<file path="config.mk">
export PLATFORM = sky130hd
export DESIGN_NAME = recovery_phase_sequencer
export DESIGN_NICKNAME = d
export VERILOG_FILES = /design/src/rtl/recovery_phase_sequencer_pkg.sv /design/src/rtl/recovery_phase_sequencer_walker.sv /design/src/rtl/recovery_phase_sequencer.sv
export SDC_FILE = /design/constraint.sdc
export NUM_CORES = 1
export LEC_CHECK = 0
export ABC_AREA = 1
export ABC_CLOCK_PERIOD_IN_PS = 4650
export BUFFER_PORTS_ARGS = -buffer_cell sky130_fd_sc_hd__buf_2
export CAP_MARGIN = 20
export CORE_MARGIN = 4
export CORE_UTILIZATION = 50
export DETAILED_ROUTE_END_ITERATION = 12
export PLACE_DENSITY = 0.73
export RECOVER_POWER = 100
export SYNTH_ARGS = -nofsm -noshare
export SYNTH_HDL_FRONTEND = slang
export SYNTH_SLANG_ARGS = --single-unit
export TNS_END_PERCENT = 20
</file>
<file path="constraint.sdc">
create_clock -name clk -period 4.65 [get_ports clk]
set_input_delay 0.465 -clock clk [delete_from_list [all_inputs] [get_ports clk]]
set_output_delay 0.465 -clock clk [all_outputs]
set_load 0.03 [all_outputs]
</file>
<file path="src/rtl/recovery_phase_sequencer_pkg.sv">
// Shared types, widths and helpers for the commit-stage recovery sequencer.
package recovery_phase_sequencer_pkg;

    localparam int COMMIT_WIDTH   = 2;
    localparam int AL_ENTRY_NUM   = 64;
    localparam int REFETCH_TYPE_W = 3;
    localparam int EXEC_STATE_W   = 4;

    localparam int FLUSH_NUM_W = $clog2(COMMIT_WIDTH + 1);
    localparam int AL_PTR_W    = $clog2(AL_ENTRY_NUM);
    localparam int AL_CNT_W    = $clog2(AL_ENTRY_NUM + 1);

    typedef logic [AL_CNT_W-1:0]    FlushCountPath;
    typedef logic [AL_PTR_W-1:0]    FlushPtrPath;
    typedef logic [FLUSH_NUM_W-1:0] FlushNumPath;
    typedef logic [1:0]             PipelinePhase;

    typedef enum logic [1:0] {
        RSQ_COMMIT    = 2'd0,
        RSQ_RECOVER_0 = 2'd1,
        RSQ_RECOVER_1 = 2'd2
    } RecoverySeqState;

    // Pipeline phase encoding seen by the commit stage
    localparam PipelinePhase PHASE_COMMIT    = 2'd0;
    localparam PipelinePhase PHASE_RECOVER_0 = 2'd1;
    localparam PipelinePhase PHASE_RECOVER_1 = 2'd2;

    // Cause reported for backend-initiated recoveries
    localparam logic [EXEC_STATE_W-1:0] EXEC_STATE_SUCCESS = '0;

    // Entries the walk consumes in one cycle: min(COMMIT_WIDTH, remaining)
    function automatic FlushNumPath walk_step(input FlushCountPath remaining);
        if (remaining > FlushCountPath'(COMMIT_WIDTH)) begin
            walk_step = FlushNumPath'(COMMIT_WIDTH);
        end else begin
            walk_step = FlushNumPath'(remaining);
        end
    endfunction

    // Map sequencer state onto the externally visible pipeline phase
    function automatic PipelinePhase phase_of(input RecoverySeqState s);
        case (s)
            RSQ_COMMIT:    phase_of = PHASE_COMMIT;
            RSQ_RECOVER_0: phase_of = PHASE_RECOVER_0;
            RSQ_RECOVER_1: phase_of = PHASE_RECOVER_1;
            default:       phase_of = PHASE_COMMIT;
        endcase
    endfunction

endpackage

</file>
<file path="src/rtl/recovery_phase_sequencer_walker.sv">
// Flush walker: holds the walk pointer and remaining-entry counter and
// exposes the values the walk will present in the following cycle.
module recovery_flush_walker
    import recovery_phase_sequencer_pkg::*;
(
    input  logic          clk,
    input  logic          rst,
    input  logic          load,
    input  logic          step,
    input  FlushPtrPath   start_ptr,
    input  FlushCountPath count,
    output FlushNumPath   n,
    output FlushPtrPath   ptr,
    output logic          last
);

    FlushPtrPath   walk_ptr_r;
    FlushPtrPath   walk_ptr_nxt_s;
    FlushCountPath remaining_r;
    FlushCountPath remaining_nxt_s;
    FlushNumPath   step_n_s;

    // Next counter values: load a new walk, retire one step, or hold
    always_comb begin
        step_n_s        = walk_step(remaining_r);
        walk_ptr_nxt_s  = walk_ptr_r;
        remaining_nxt_s = remaining_r;
        if (load) begin
            walk_ptr_nxt_s  = start_ptr;
            remaining_nxt_s = count;
        end else if (step) begin
            // Pointer wraps 0 -> AL-1 naturally in AL_PTR_W bits
            walk_ptr_nxt_s  = walk_ptr_r - FlushPtrPath'(step_n_s);
            remaining_nxt_s = remaining_r - FlushCountPath'(step_n_s);
        end else begin
            walk_ptr_nxt_s  = walk_ptr_r;
            remaining_nxt_s = remaining_r;
        end
    end

    // Walk counter registers
    always_ff @(posedge clk or posedge rst) begin
        if (rst) begin
            walk_ptr_r  <= '0;
            remaining_r <= '0;
        end else begin
            walk_ptr_r  <= walk_ptr_nxt_s;
            remaining_r <= remaining_nxt_s;
        end
    end

    assign n    = walk_step(remaining_nxt_s);
    assign ptr  = walk_ptr_nxt_s;
    assign last = (remaining_nxt_s == '0);

endmodule

</file>
<file path="src/rtl/recovery_phase_sequencer.sv">
// Responder side of the commit-stage recovery handshake: arbitrates commit
// and backend recovery requests, drives the pipeline phase and sequences
// the active-list flush walk for RMT restore.
module recovery_phase_sequencer
    import recovery_phase_sequencer_pkg::*;
(
    input  logic                      clk,
    input  logic                      rst,
    input  logic                      cmExceptionValid,
    input  logic [REFETCH_TYPE_W-1:0] cmRefetchType,
    input  logic [EXEC_STATE_W-1:0]   cmRecoveryCause,
    input  logic [FLUSH_NUM_W-1:0]    cmCommitNum,
    input  logic                      beExceptionValid,
    input  logic [REFETCH_TYPE_W-1:0] beRefetchType,
    input  logic [AL_PTR_W-1:0]       beAlPtr,
    input  logic [AL_PTR_W-1:0]       alHeadPtr,
    input  logic [AL_PTR_W-1:0]       alTailPtr,
    input  logic [AL_CNT_W-1:0]       alValidNum,
    input  logic                      storeDrainBusy,
    output logic [1:0]                phase,
    output logic                      unableToStartRecovery,
    output logic                      recoveryFromCommit,
    output logic [REFETCH_TYPE_W-1:0] recoveryRefetchType,
    output logic [EXEC_STATE_W-1:0]   recoveryCause,
    output logic                      flushAll,
    output logic                      recoverRMT,
    output logic [FLUSH_NUM_W-1:0]    flushNum,
    output logic [AL_PTR_W-1:0]       flushTailPtr,
    output logic                      recoveryDone
);

    RecoverySeqState state_r;
    RecoverySeqState state_nxt_s;
    logic            cm_accept_s;
    logic            be_accept_s;
    logic            walk_load_s;
    logic            walk_step_s;
    FlushPtrPath     walk_start_s;
    FlushCountPath   walk_count_s;
    FlushNumPath     walk_n_s;
    FlushPtrPath     walk_ptr_s;
    logic            walk_last_s;
    logic            unused_head_s;

    // The head pointer only marks the surviving boundary; the walk itself
    // is count-driven from the tail, so it ends there on its own.
    assign unused_head_s = ^alHeadPtr;

    assign unableToStartRecovery = (phase != PHASE_COMMIT) | storeDrainBusy;

    // Request arbitration (commit is older and wins) and walker control
    always_comb begin
        cm_accept_s  = 1'b0;
        be_accept_s  = 1'b0;
        walk_load_s  = 1'b0;
        walk_step_s  = 1'b0;
        walk_start_s = alTailPtr - FlushPtrPath'(1'b1);
        walk_count_s = '0;
        if ((state_r == RSQ_COMMIT) && !storeDrainBusy) begin
            if (cmExceptionValid) begin
                cm_accept_s  = 1'b1;
                walk_load_s  = 1'b1;
                walk_count_s = alValidNum - FlushCountPath'(cmCommitNum);
            end else if (beExceptionValid) begin
                // The mispredicted op survives, so the walk stops one short of it
                be_accept_s  = 1'b1;
                walk_load_s  = 1'b1;
                walk_count_s = FlushCountPath'(FlushPtrPath'(alTailPtr - beAlPtr - FlushPtrPath'(1'b1)));
            end else begin
                cm_accept_s  = 1'b0;
                be_accept_s  = 1'b0;
            end
        end else begin
            walk_step_s = (state_r == RSQ_RECOVER_1);
        end
    end

    // Next-state: RECOVER_0 lasts one cycle, RECOVER_1 runs until the walk drains
    always_comb begin
        state_nxt_s = state_r;
        case (state_r)
            RSQ_COMMIT: begin
                if (cm_accept_s || be_accept_s) begin
                    state_nxt_s = RSQ_RECOVER_0;
                end else begin
                    state_nxt_s = RSQ_COMMIT;
                end
            end
            RSQ_RECOVER_0, RSQ_RECOVER_1: begin
                if (walk_last_s) begin
                    state_nxt_s = RSQ_COMMIT;
                end else begin
                    state_nxt_s = RSQ_RECOVER_1;
                end
            end
            default: state_nxt_s = RSQ_COMMIT;
        endcase
    end

    // State register and registered phase/flush outputs
    always_ff @(posedge clk or posedge rst) begin
        if (rst) begin
            state_r      <= RSQ_COMMIT;
            phase        <= PHASE_COMMIT;
            flushAll     <= 1'b0;
            recoverRMT   <= 1'b0;
            flushNum     <= '0;
            flushTailPtr <= '0;
            recoveryDone <= 1'b0;
        end else begin
            state_r      <= state_nxt_s;
            phase        <= phase_of(state_nxt_s);
            flushAll     <= (state_nxt_s == RSQ_RECOVER_0);
            recoverRMT   <= (state_nxt_s == RSQ_RECOVER_1);
            flushNum     <= (state_nxt_s == RSQ_RECOVER_1) ? walk_n_s : '0;
            flushTailPtr <= (state_nxt_s == RSQ_RECOVER_1) ? walk_ptr_s : '0;
            recoveryDone <= (state_nxt_s == RSQ_COMMIT) && (state_r != RSQ_COMMIT);
        end
    end

    // Latch source, refetch type and cause of the accepted recovery
    always_ff @(posedge clk or posedge rst) begin
        if (rst) begin
            recoveryFromCommit  <= 1'b0;
            recoveryRefetchType <= '0;
            recoveryCause       <= '0;
        end else if (cm_accept_s) begin
            recoveryFromCommit  <= 1'b1;
            recoveryRefetchType <= cmRefetchType;
            recoveryCause       <= cmRecoveryCause;
        end else if (be_accept_s) begin
            recoveryFromCommit  <= 1'b0;
            recoveryRefetchType <= beRefetchType;
            recoveryCause       <= EXEC_STATE_SUCCESS;
        end else begin
            recoveryFromCommit  <= recoveryFromCommit;
            recoveryRefetchType <= recoveryRefetchType;
            recoveryCause       <= recoveryCause;
        end
    end

    recovery_flush_walker u_walker (
        .clk       (clk),
        .rst       (rst),
        .load      (walk_load_s),
        .step      (walk_step_s),
        .start_ptr (walk_start_s),
        .count     (walk_count_s),
        .n         (walk_n_s),
        .ptr       (walk_ptr_s),
        .last      (walk_last_s)
    );

endmodule

</file>
Word-level counts from Yosys, hierarchy flattened
Index checks and enable logic that the tools add are counted.

cells by class
  add/sub/neg operators = 6
  $mul = 0
  div/mod/pow operators = 0
  $lt $le $gt $ge = 2
  equal/unequal tests = 4
  shift operators = 0
  mux-type cells = 29
  bitwise gates (word level) = 1
  reduce and logical (&&, ||, !) cells = 11

operator list
  operator                                                                         count
  7-bit 2-to-1 mux                                                                 4
  6-bit 2-to-1 mux                                                                 4
  7-bit by 2-bit greater-than comparator with 1-bit output, second input constant  2
  7-bit by 2-bit subtractor with 7-bit output                                      2
  6-bit by 1-bit subtractor with 6-bit output, second input constant               2
  1-bit 2-to-1 mux                                                                 11
  2-bit 2-to-1 mux                                                                 4
  4-bit 2-to-1 mux                                                                 2
  2-bit one-hot mux with 2 select lines                                            2
  7-bit zero test                                                                  1
  3-bit 2-to-1 mux                                                                 2
  2-bit nonzero test                                                               3
  6-bit by 2-bit subtractor with 6-bit output                                      1
  6-bit subtractor                                                                 1
  2-bit by 1-bit equality test with 1-bit output, second input constant            2
  2-bit equality test, second input constant                                       2
  2-bit zero test                                                                  2
  1-bit logical AND                                                                2
  2-bit OR reduction                                                               1
  1-bit zero test                                                                  1
  1-bit logical OR                                                                 1
  1-bit OR                                                                         1

storage, ports and cells
  bits in registers = 36
  bits in latches = 0
  RAM bits = 0
  bits in read-only memories = 0
  input port bits = 42
  output and inout bits = 22
  word-level logic and storage cells = 65
  memories = 0

Longest topological paths before layout
Gate-level depths: netlist of run 1.

  depth in word-level cells = 11
  depth in mapped cells = 19
  mapped depth without buffers = 19

Hierarchy
A second synthesis of run 1 with hierarchy kept.

unflattened totals
  cell total of the unflattened synthesis = 311
  area total of the unflattened synthesis = 2396.0 um^2

modules (own cells, without submodules)
  module                    instances  cells an instance  area each (um^2)  seq. area each (um^2)
  recovery_phase_sequencer  1          185                1478.9            525.5
  recovery_flush_walker     1          126                917.1             325.3

Worst setup path after synthesis of run 1
OpenSTA, ideal clock, no wires.

  path type = in2reg
  start = in alValidNum[0]
  end = reg flushNum[0]
  library setup time = 0.120 ns
  data arrival time = 2.019 ns
  data required time = 4.530 ns
  path slack = 2.512 ns
  cell stages on the path = 14
  buffers on the path = 0
  cell sequence = inv_1 ha_1 inv_1 fa_1 nor3_1 nor2_1 nor2_1 nand2_1 nand3_1 nand3_1 nor2_2 nand2_2 nand3_2 nor2_1

on the way
  cells in the longest elaborated chain, start to end = 9
  elaborated cells on any way between the ends = 11
  those cells by class = 1 x add/sub; 1 x order compare; 1 x eq/ne; 7 x mux; 1 x reduce/logical

ends and longest elaborated chain
  item                                             RTL line                               text
  from (decl)                                      recovery_phase_sequencer.sv:18         input logic [AL_CNT_W-1:0] alValidNum,
  7-bit by 2-bit subtractor with 7-bit output (*)  recovery_phase_sequencer.sv:63         walk_count_s = alValidNum - FlushCountPath'(cmCommitNum);
  7-bit 2-to-1 mux (*)                             recovery_phase_sequencer.sv:60         if (cmExceptionValid) begin
  7-bit 2-to-1 mux (*)                             recovery_phase_sequencer.sv:59         if ((state_r == RSQ_COMMIT) && !storeDrainBusy) begin
  7-bit 2-to-1 mux (*)                             recovery_phase_sequencer_walker.sv:28  if (load) begin
  7-bit zero test                                  recovery_phase_sequencer_walker.sv:54  assign last = (remaining_nxt_s == '0);
  2-bit 2-to-1 mux                                 recovery_phase_sequencer.sv:90         if (walk_last_s) begin
  2-bit one-hot mux with 2 select lines            recovery_phase_sequencer.sv:81         case (state_r)
  2-bit equality test                              recovery_phase_sequencer.sv:115        flushNum <= (state_nxt_s == RSQ_RECOVER_1) ? walk_n_s : '0;
  2-bit 2-to-1 mux (*)                             recovery_phase_sequencer.sv:115
  to (signal assigned)                             recovery_phase_sequencer.sv:115
  to (decl)                                        recovery_phase_sequencer.sv:27         output logic [FLUSH_NUM_W-1:0] flushNum,

Every way passes the cells marked *; elsewhere a longest branch is shown, timed or not.
A chain may end at the register's enable or synchronous reset.

Worst setup path in the final report of run 1
  start = reg state_r[0]
  end = reg flushNum[1]

on the way
  cells in the longest elaborated chain, start to end = 10
  elaborated cells on any way between the ends = 21
  those cells by class = 1 x order compare; 3 x eq/ne; 12 x mux; 5 x reduce/logical

ends and longest elaborated chain
  item                                   RTL line                               text
  from (decl)                            recovery_phase_sequencer.sv:32         RecoverySeqState state_r;
  from (signal assigned)                 recovery_phase_sequencer.sv:111        state_r <= state_nxt_s;
  2-bit zero test                        recovery_phase_sequencer.sv:59
  1-bit logical AND                      recovery_phase_sequencer.sv:59
  1-bit 2-to-1 mux                       recovery_phase_sequencer.sv:59
  7-bit 2-to-1 mux                       recovery_phase_sequencer_walker.sv:31  end else if (step) begin
  7-bit 2-to-1 mux (*)                   recovery_phase_sequencer_walker.sv:28
  via u_walker.remaining_nxt_s[1]        recovery_phase_sequencer_walker.sv:20  FlushCountPath remaining_nxt_s;
  7-bit zero test                        recovery_phase_sequencer_walker.sv:54
  2-bit 2-to-1 mux                       recovery_phase_sequencer.sv:90
  2-bit one-hot mux with 2 select lines  recovery_phase_sequencer.sv:81
  2-bit equality test                    recovery_phase_sequencer.sv:115
  2-bit 2-to-1 mux (*)                   recovery_phase_sequencer.sv:115

Mark *: on every way through the listed nets, which the timed path passes. The rest lies on a longest branch.

==> impl_metrics.json, run 1 <==
{
  "clock.fmax_mhz": 346,
  "yosys-top-cells-count": "nand2_1, inv_1, nor2_1",
  "clock-sinks": 34,
  "drtIter0Drc": 168,
  "core_um2": 4410,
  "fp.dieH_um": 76.2,
  "worstSetupStartpoint": "state_r[0]",
  "fp.dieW_um": 76.2,
  "total_power_mw": 1.52,
  "end_kind": "flip-flop",
  "clk_latency_ns": 0.28,
  "antenna-diode-count": 0,
  "grt_max_degree": 35,
  "ys.flop_type": "dfrtp_1",
  "place_area_um2": 2650,
  "fillers": 427,
  "p_leak_nw": 1.49,
  "synth.cell_area_um2": 2330,
  "grt_pass1_vias": 1982,
  "tns_ns": 0,
  "finalSetupViolCount": 0,
  "worstReg2RegStart": "state_r[0]",
  "min_to": "recoveryCause[3]",
  "start_util_pct": 52.7,
  "syn_area_per_cell_um2": 7.16,
  "syn2layout_area_growth_pct": 16.0,
  "cts_tree": "done",
  "drv_slew": 35,
  "die_area_um2": 5810,
  "critPathArrivalTime_ns": 3.05,
  "synth_edf_count": 0,
  "grt_setup_unrepaired": "no",
  "finalClockSkew_ns": 0.00261,
  "yosys_warnings": 0,
  "post-route-drc-count": 0,
  "criticalPathCategory": "flip-flop to flip-flop",
  "cp-start-kind": "flip-flop",
  "cap_violations": 1,
  "wl_mm": 5.12,
  "status": "complete, but fails checks",
  "synth_top_area_share_pct": 36.6,
  "finalInstanceArea_um2": 2700,
  "ys_seq_area_share_pct": 36.6,
  "path_max_fanout": 20,
  "yosysMostFrequentCell": "nand2_1",
  "ctsResizeCount": 0,
  "max_stage_delay_ns": 0.43,
  "post_cts_buffers": 0,
  "whs_ns": 0.409,
  "drive_gt1_share_pct": 15.0,
  "failed_checks": "capacitance limit, slew limit",
  "cp_data_required_time_ns": 4.81,
  "hold_class": "input port to flip-flop",
  "wl_per_cell_um": 11.7,
  "pre_cts_slack_ns": 2.08,
  "synth-async-reset-ratio_pct": 100,
  "cp_cell_sequence": "inv_1 -> ha_1 -> nand2_1 -> a21oi_4 -> inv_1 -> nand2_1 -> o21ai_0 -> nor2_1 -> nand2_1 -> nor2_1 -> nand2_2 -> nand3_1 -> nor2_1",
  "ctsHoldBuffers": 0,
  "cts_root_buf": "clkbuf_8",
  "cts_buffers": 5,
  "crit_slowest_cell": "a21oi_4",
  "crit_buf_inv": 2,
  "grt_pass1_wl_mm": 8.69,
  "synth_top_cell_by_area": "dfrtp_1",
  "cpLargestDelayFamily": "simple AND/OR/NAND/NOR gates",
  "maxSlewHeadroom_pct": -16.4,
  "gr-total-overflow": 0,
  "syn_nets": 384,
  "gp_congestion": 0.886,
  "htreeDepth": 2,
  "fin_crit_sh_pct": 62.2,
  "io_buffers": 57,
  "path_clk_slew_ns": 0.07,
  "via_per_inst": 4.93,
  "rows": 24,
  "vias": 2160,
  "worst_pin_slew_ns": 1.75,
  "worstHoldStart": "cmRecoveryCause[3]",
  "rr_worst_depth": 13,
  "nNetsFinal": 444,
  "hold_violations": 0,
  "grt_use_total_pct": 17.9,
  "hold_path_depth": 2,
  "min_period_ns": 2.89,
  "hpwl_mm": 4.09,
  "fin_ws_ns": 1.76,
  "synth.distinct_cells": 32,
  "irDropWorstVdd_mv": 0.204,
  "io_pins": 64,
  "r2r_setup_slack_ns": 1.76,
  "synth_area_leaders": "dfrtp_1, nand2_1, inv_1",
  "drtAntennaViolNets": 0,
  "cts_buffer_depth": 2,
  "antenna_found_initial": 0,
  "powerDensity_nw_per_um2": 562,
  "first_pass_iters": 4,
  "synthCells": 325,
  "ys_ff_latch": 34,
  "r2r-end": "flushNum[1]"
}
==> flip-flops by register name, summed over array words and instances, names as in the netlist, 2 cells and up <==
register              cells
phase                     2
u_walker.remaining_r      7
u_walker.walk_ptr_r       6
flushTailPtr              6
flushNum                  2
recoveryRefetchType       3
recoveryCause             4
state_r                   2
==> final cells by class <==
cell class	instances	area, µm²	area share, %
Clock buffer	6	82.6	3.06
Clock inverter	2	12.5	0.464
Inverter	67	251	9.32
Multi-Input combinational cell	219	1170	43.5
Sequential cell	34	851	31.5
Tap cell	52	65.1	2.41
Timing Repair Buffer	58	262	9.69
==> worst max-delay path by stage <==
| stage | to | slack [ns] | cells after the start |
|---|---|---|---|
| CTS | flushNum[1] | 2.07 | 13 |
| detailed placement | flushNum[1] | 2.08 | 13 |
| global route | flushNum[0] | 1.42 | 13 |
| finish | flushNum[1] | 1.76 | 13 |
| global placement | flushTailPtr[3] | 2.11 | 13 |
| floorplan | flushNum[0] | 2.51 | 14 |
==> power by group <==
group	internal (mW)	switching [mW]	leakage [nW]
clock	0.119	0.107	0.0472
combinational	0.231	0.550	1.02
sequential	0.428	0.0812	0.425
==> cells by family after synthesis <==
family	after synthesis	synth area share, %
AND/OR/NAND/NOR	159	29.5
buffers and inverters	72	12.3
adder cells (fa/ha/maj)	17	10.1
other	1	0.161
flip-flops	34	36.6
XOR/XNOR	2	0.753
AO/OA/AOI/OAI	40	10.7
==> through the flow <==
step / instances / util [%]
2_1_floorplan: 325 / -
3_3_place_gp: 430 / 60.0
3_5_place_dp: 430 / 60.0
4_1_cts: 438 / 62.2
5_1_grt: 438 / 61.1
6_report: 438 / 61.1
==> cell usage in the layout (no fill, tap or decap), types with 2 or more instances in the layout <==
master | synthesis | final
nand2_2 | 3 | 2
a22o_1 | 4 | 4
nand4_1 | 5 | 5
nand3_1 | 26 | 28
fa_1 | 3 | 3
o21ai_0 | 20 | 22
inv_2 | 8 | 6
nor2_1 | 42 | 42
a21oi_1 | 7 | 7
nor2_2 | 4 | 4
nand2_1 | 71 | 72
buf_2 | 0 | 35
or2_2 | 2 | 2
o211ai_1 | 2 | 2
xor2_1 | 2 | 2
dfrtp_1 | 34 | 34
clkbuf_1 | 2 | 23
ha_1 | 14 | 14
clkbuf_8 | 0 | 6
nor3_1 | 2 | 2
inv_1 | 59 | 61
==> per-layer routing <==
metal	wire, µm	up-vias	global-route usage, %
li1	-	1133	-
met1	2400	966	24.2
met2	2390	52	29.4
met3	272	9	2.84
met4	68	0	5.77
met5	0	-	0
Note: power is estimated with default switching activity, not from simulation.
==> run 2, diff against run 1 <==
--- a/config.mk
+++ b/config.mk
@@ -6,7 +6,7 @@
 export NUM_CORES = 1
 export LEC_CHECK = 0
 export ABC_AREA = 1
-export ABC_CLOCK_PERIOD_IN_PS = 4650
+export ABC_CLOCK_PERIOD_IN_PS = 3000
 export BUFFER_PORTS_ARGS = -buffer_cell sky130_fd_sc_hd__buf_2
 export CAP_MARGIN = 20
 export CORE_MARGIN = 4
==> constraint.sdc (replaced) <==
create_clock -name clk -period 3 [get_ports clk]
set_input_delay 0.3 -clock clk [delete_from_list [all_inputs] [get_ports clk]]
set_output_delay 0.3 -clock clk [all_outputs]
set_load 0.03 [all_outputs]
==> run 2 against run 1 <==
  * The flow now finishes without violations
  * Critical path depth is 1 higher
  * Flip-flop and latch count stayed put
  * Critical endpoint unchanged
  * Via count is 0.19% lower
==> impl_metrics.json, run 2 (same netlist as run 1, synthesis figures left out) <==
{
  "status": "completed",
  "irDropWorstVdd_mv": 0.326,
  "power_frac_seq_pct": 33.5,
  "clock-sinks": 34,
  "criticalPathCategory": "flip-flop to flip-flop",
  "path_max_fanout": 20,
  "final_cell_mix": "nand2_1, inv_1, nor2_1",
  "finalSetupViolCount": 0,
  "antenna-diode-count": 0,
  "wl_met1_mm": 2.33,
  "internal_power_mw": 1.21,
  "fp.dieH_um": 76.2,
  "drive_gt1_share_pct": 15.2,
  "r2r_setup_slack_ns": 0.43,
  "antenna_found_initial": 0,
  "critPathArrivalTime_ns": 2.72,
  "top_regs": "u_walker.remaining_r (7), flushTailPtr (6), u_walker.walk_ptr_r (6)",
  "grt_pass1_wl_mm": 9.16,
  "r2r-end": "flushNum[1]",
  "fin_crit_sh_pct": 85.6,
  "p_leak_nw": 1.51,
  "tns_ns": 0,
  "mostFrequentLayoutCell": "nand2_1",
  "rr_worst_depth": 14,
  "dr_wl_met3_um": 210,
  "fp.dieW_um": 76.2,
  "drv_slew": 0,
  "clock.fmax_mhz": 390,
  "worstReg2RegStart": "state_r[0]",
  "hold_class": "input port to async pin",
  "whs_ns": 0.0886,
  "post-route-drc-count": 0,
  "io_buffers": 57,
  "cts_buffers": 5,
  "syn2layout_area_growth_pct": 16.5,
  "fin_ws_ns": 0.433,
  "hpwl_mm": 4.27,
  "grt_max_degree": 21,
  "wl_mm": 5.10,
  "first_pass_iters": 4,
  "grt_setup_unrepaired": "no",
  "min_period_ns": 2.57,
  "start_util_pct": 52.7,
  "cp-start-kind": "flip-flop",
  "cp_data_required_time_ns": 3.16,
  "routed.top_layer": "met4",
  "powerDensity_nw_per_um2": 866,
  "nNetsFinal": 445,
  "wl_met2_mm": 2.53,
  "worst_pin_slew_ns": 0.966,
  "htreeDepth": 2,
  "cts_root_buf": "clkbuf_8",
  "ctsResizeCount": 0,
  "largest_reg_flops": 7,
  "ctsHoldBuffers": 0,
  "post_cts_buffers": 0,
  "cts_tree": "done",
  "rows": 24,
  "gr-total-overflow": 0,
  "core_um2": 4410,
  "io_pins": 64,
  "end_kind": "flip-flop",
  "gp_congestion": 0.797,
  "drtIter0Drc": 101,
  "finalClockSkew_ns": 0.00502,
  "grt_use_total_pct": 18.7,
  "fillers": 425,
  "wl_per_cell_um": 11.6,
  "die_area_um2": 5810,
  "clk_latency_ns": 0.27,
  "regMostFlops": "u_walker.remaining_r",
  "netSwitchingFraction_pct": 48.4,
  "cap_violations": 0,
  "p_comb_share_pct": 52.3,
  "grt_pass1_vias": 2097,
  "pre_cts_slack_ns": 0.575,
  "clkPwrFrac_pct": 14.3,
  "drtAntennaViolNets": 0,
  "via_per_inst": 4.91,
  "maxSlewHeadroom_pct": 35.6,
  "cts_buffer_depth": 2,
  "power_switching_mw": 1.14,
  "vias": 2156,
  "hold_violations": 0,
  "path_clk_slew_ns": 0.07
}
## run 2: cell types whose count changed in the layout (fill, tap and decap cells not counted), sizes merged
cell / before / now
clkbuf: 29 / 30
buf: 35 / 36
clkinvlp: 1 / 0
## run 2: area by class of cell
type | count | area (µm²) | share of cell area (%)
Multi-Input combinational cell | 219 | 1180 | 43.6
Timing Repair Buffer | 59 | 269 | 9.93
Clock inverter | 1 | 5.00 | 0.185
Clock buffer | 7 | 86.3 | 3.19
Inverter | 67 | 251 | 9.28
Sequential cell | 34 | 851 | 31.4
Tap cell | 52 | 65.1 | 2.40
## run 2: worst max-delay path, stage by stage, from the launching register on
cell,delay [ns]
dfrtp_1,0.36
inv_1,0.07
ha_1,0.21
nand2_1,0.22
a21oi_4,0.09
inv_1,0.51
nand3_1,0.19
nand2_1,0.17
inv_1,0.07
nor2_1,0.08
nand2_1,0.05
nor2_1,0.11
nand2_2,0.08
nand3_2,0.16
nor2_1,0.07
## run 2: per-stage QoR
| step | instance area (µm²) | utilization [%] | std cells | power, mW |
|---|---|---|---|---|
| final | 2710 | 61.4 | 439 | 2.35 |
| after global routing | 2710 | 61.4 | 439 | 2.58 |
| after CTS | 2750 | 62.3 | 439 | 2.41 |
| after detailed placement | 2660 | 60.2 | 431 | 2.07 |
| after global placement | 2660 | 60.2 | 431 | 2.03 |
| after floorplan | 2330 | - | 325 | 1.74 |
## run 2: power groups by stage
stage	sequential, mW	combinational [mW]	clock (mW)
after floorplan	0.978	0.766	0
after global placement	0.778	1.25	0
after detailed placement	0.788	1.28	0
after CTS	0.781	1.29	0.341
after global routing	0.816	1.40	0.369
final	0.785	1.23	0.335
## run 2: worst max-delay path by stage
| stage | slack (ns) | cells after the start | to | startpoint |
|---|---|---|---|---|
| floorplan | 0.87 | 15 | flushTailPtr[4] | u_walker.remaining_r[2] |
| global placement | 0.62 | 18 | flushTailPtr[4] | u_walker.remaining_r[2] |
| detailed placement | 0.57 | 18 | flushNum[0] | u_walker.remaining_r[2] |
| CTS | 0.55 | 18 | flushNum[0] | u_walker.remaining_r[2] |
| global route | 0.19 | 14 | flushNum[0] | state_r[0] |
| finish | 0.43 | 14 | flushNum[1] | state_r[0] |
## run 2: layer usage
| metal | track usage (%) | vias to the layer above |
|---|---|---|
| li1 | - | 1138 |
| met1 | 24.1 | 972 |
| met2 | 33.0 | 42 |
| met3 | 3.43 | 4 |
| met4 | 3.32 | 0 |
| met5 | 0 | - |
==> run 3, diff against run 2 <==
--- a/config.mk
+++ b/config.mk
@@ -10,10 +10,11 @@
 export BUFFER_PORTS_ARGS = -buffer_cell sky130_fd_sc_hd__buf_2
 export CAP_MARGIN = 20
 export CORE_MARGIN = 4
-export CORE_UTILIZATION = 50
+export CORE_UTILIZATION = 25
 export DETAILED_ROUTE_END_ITERATION = 12
-export PLACE_DENSITY = 0.73
+export PLACE_DENSITY = 0.4
 export RECOVER_POWER = 100
+export SETUP_SLACK_MARGIN = 0.05
 export SYNTH_ARGS = -nofsm -noshare
 export SYNTH_HDL_FRONTEND = slang
 export SYNTH_SLANG_ARGS = --single-unit
==> run 3 against run 2 <==
  * The flow now finishes with violations (capacitance limit, slew limit)
  * Total power is 4.6% higher
  * Fmax is 3.3% higher
  * Via count is 2.1% lower
  * Register-to-register slack better by 0.08 ns
  * Global-route usage is 7.5 points lower
  * Sequential power hardly changed
  * Combinational power hardly changed
  * Critical path depth is 1 higher
  * Critical endpoint is now flushTailPtr[4]
  * Highest routed layer unchanged
==> impl_metrics.json, run 3 (same netlist as run 1, synthesis figures left out) <==
{
  "fillers": 985,
  "ctsHoldBuffers": 0,
  "criticalPathCategory": "flip-flop to flip-flop",
  "irDropWorstVdd_mv": 0.187,
  "clock.fmax_mhz": 402,
  "regMostFlops": "u_walker.remaining_r",
  "end_kind": "flip-flop",
  "total_power_mw": 2.45,
  "fin_crit_sh_pct": 82.9,
  "post_cts_buffers": 0,
  "place_area_um2": 2730,
  "fp.dieH_um": 104,
  "grt_setup_unrepaired": "no",
  "top_regs": "u_walker.remaining_r (7), flushTailPtr (6), u_walker.walk_ptr_r (6)",
  "path_max_fanout": 5,
  "largest_reg_flops": 7,
  "cp_data_required_time_ns": 3.21,
  "cp-start-kind": "flip-flop",
  "syn2layout_area_growth_pct": 20.4,
  "die_area_um2": 10900,
  "dp.cells": 487,
  "hold_class": "input port to flip-flop",
  "cts_tree": "done",
  "drv_slew": 35,
  "grt_pass1_vias": 2045,
  "ff_latch_area_um2": 851,
  "wl_mm": 6.07,
  "worstSetupStartpoint": "u_walker.remaining_r[2]",
  "core_um2": 8890,
  "critPathArrivalTime_ns": 2.70,
  "worst_pin_slew_ns": 1.86,
  "cts_buffer_depth": 2,
  "fp.dieW_um": 104,
  "cts_buffers": 5,
  "ctsResizeCount": 0,
  "drtAntennaViolNets": 0,
  "start_util_pct": 26.2,
  "rows": 34,
  "worstReg2RegStart": "u_walker.remaining_r[2]",
  "io_buffers": 57,
  "failed_checks": "capacitance limit, slew limit",
  "finalClockSkew_ns": 0.00328,
  "cap_violations": 1,
  "status": "complete, but fails checks",
  "multiInputGateArea_um2": 1180,
  "rr_worst_depth": 15,
  "hold_violations": 0,
  "final_cell_mix": "nand2_1, inv_1, nor2_1",
  "gp_congestion": 0.811,
  "mostFrequentLayoutCell": "nand2_1",
  "drtIter0Drc": 78,
  "gr-total-overflow": 0,
  "p_leak_nw": 1.51,
  "io_pins": 64,
  "htreeDepth": 2,
  "cts_root_buf": "clkbuf_8",
  "min_period_ns": 2.49,
  "hold_path_depth": 2,
  "antenna-diode-count": 0,
  "tns_ns": 0,
  "stdcell_count": 494,
  "fin_util_pct": 31.5,
  "first_pass_iters": 4,
  "via_per_inst": 4.27,
  "antenna_found_initial": 0,
  "path_clk_slew_ns": 0.07,
  "clk_latency_ns": 0.28,
  "hpwl_mm": 4.84,
  "finalInstanceArea_um2": 2800,
  "post-route-drc-count": 0,
  "nNetsFinal": 445,
  "powerDensity_nw_per_um2": 876,
  "maxSlewHeadroom_pct": -24.0,
  "grt_pass1_wl_mm": 9.92,
  "finalSetupViolCount": 0,
  "grt_max_degree": 35,
  "clock-sinks": 34,
  "grt_use_total_pct": 11.3,
  "wl_per_cell_um": 12.3,
  "worstHoldStart": "cmRecoveryCause[0]",
  "drive_gt1_share_pct": 15.3,
  "vias": 2110
}
[run 3: path summary, 6_finish.rpt]
path	to	slack, ns
max	flushTailPtr[4]	0.51
min	recoveryCause[0]	0.24
max reg2reg	flushTailPtr[4]	0.51
min reg2reg	recoveryFromCommit	0.48
max in group asynchronous	u_walker.walk_ptr_r[3]	1.26
min in group asynchronous	recoveryCause[3]	0.67
[run 3: worst max-delay path: stages, from the launching register on]
cell	delay, ns
dfrtp_1	0.41
inv_1	0.10
nand2_1	0.09
nor2_1	0.17
nand2_1	0.15
nor2_1	0.13
ha_1	0.16
inv_1	0.06
fa_1	0.38
nor2_1	0.11
nand2_1	0.10
nor2_1	0.10
a21oi_1	0.07
a32oi_1	0.21
inv_1	0.06
nor2_1	0.10
[run 3: per-stage QoR]
step | hold WS (ns) | worst slack [ns]
floorplan | 0.412 | 0.870
global placement | 0.428 | 0.526
detailed placement | 0.430 | 0.526
CTS | 0.124 | 0.516
global route | 0.240 | 0.133
finish | 0.243 | 0.514
[run 3: cell type report]
type                            count  share of cell area [%]
Multi-Input combinational cell    219                    42.3
Inverter                           67                    8.98
Tap cell                          108                    4.83
Clock inverter                      1                    1.07
Timing Repair Buffer               59                    9.47
Clock buffer                        6                    2.95
Sequential cell                    34                    30.4
[run 3: layer usage]
layer | track usage (%) | routed length, µm | part of all wire [%]
met1 | 14.8 | 2980 | 49
met2 | 18.5 | 2790 | 46
met3 | 2.17 | 214 | 3.5
met4 | 3.61 | 78 | 1.3
met5 | 0 | 0 | 0
[run 3: report_power, final]
group          internal, mW  switching [mW]
Combinational         0.363           0.875
Sequential            0.663           0.122
Clock                 0.266           0.165
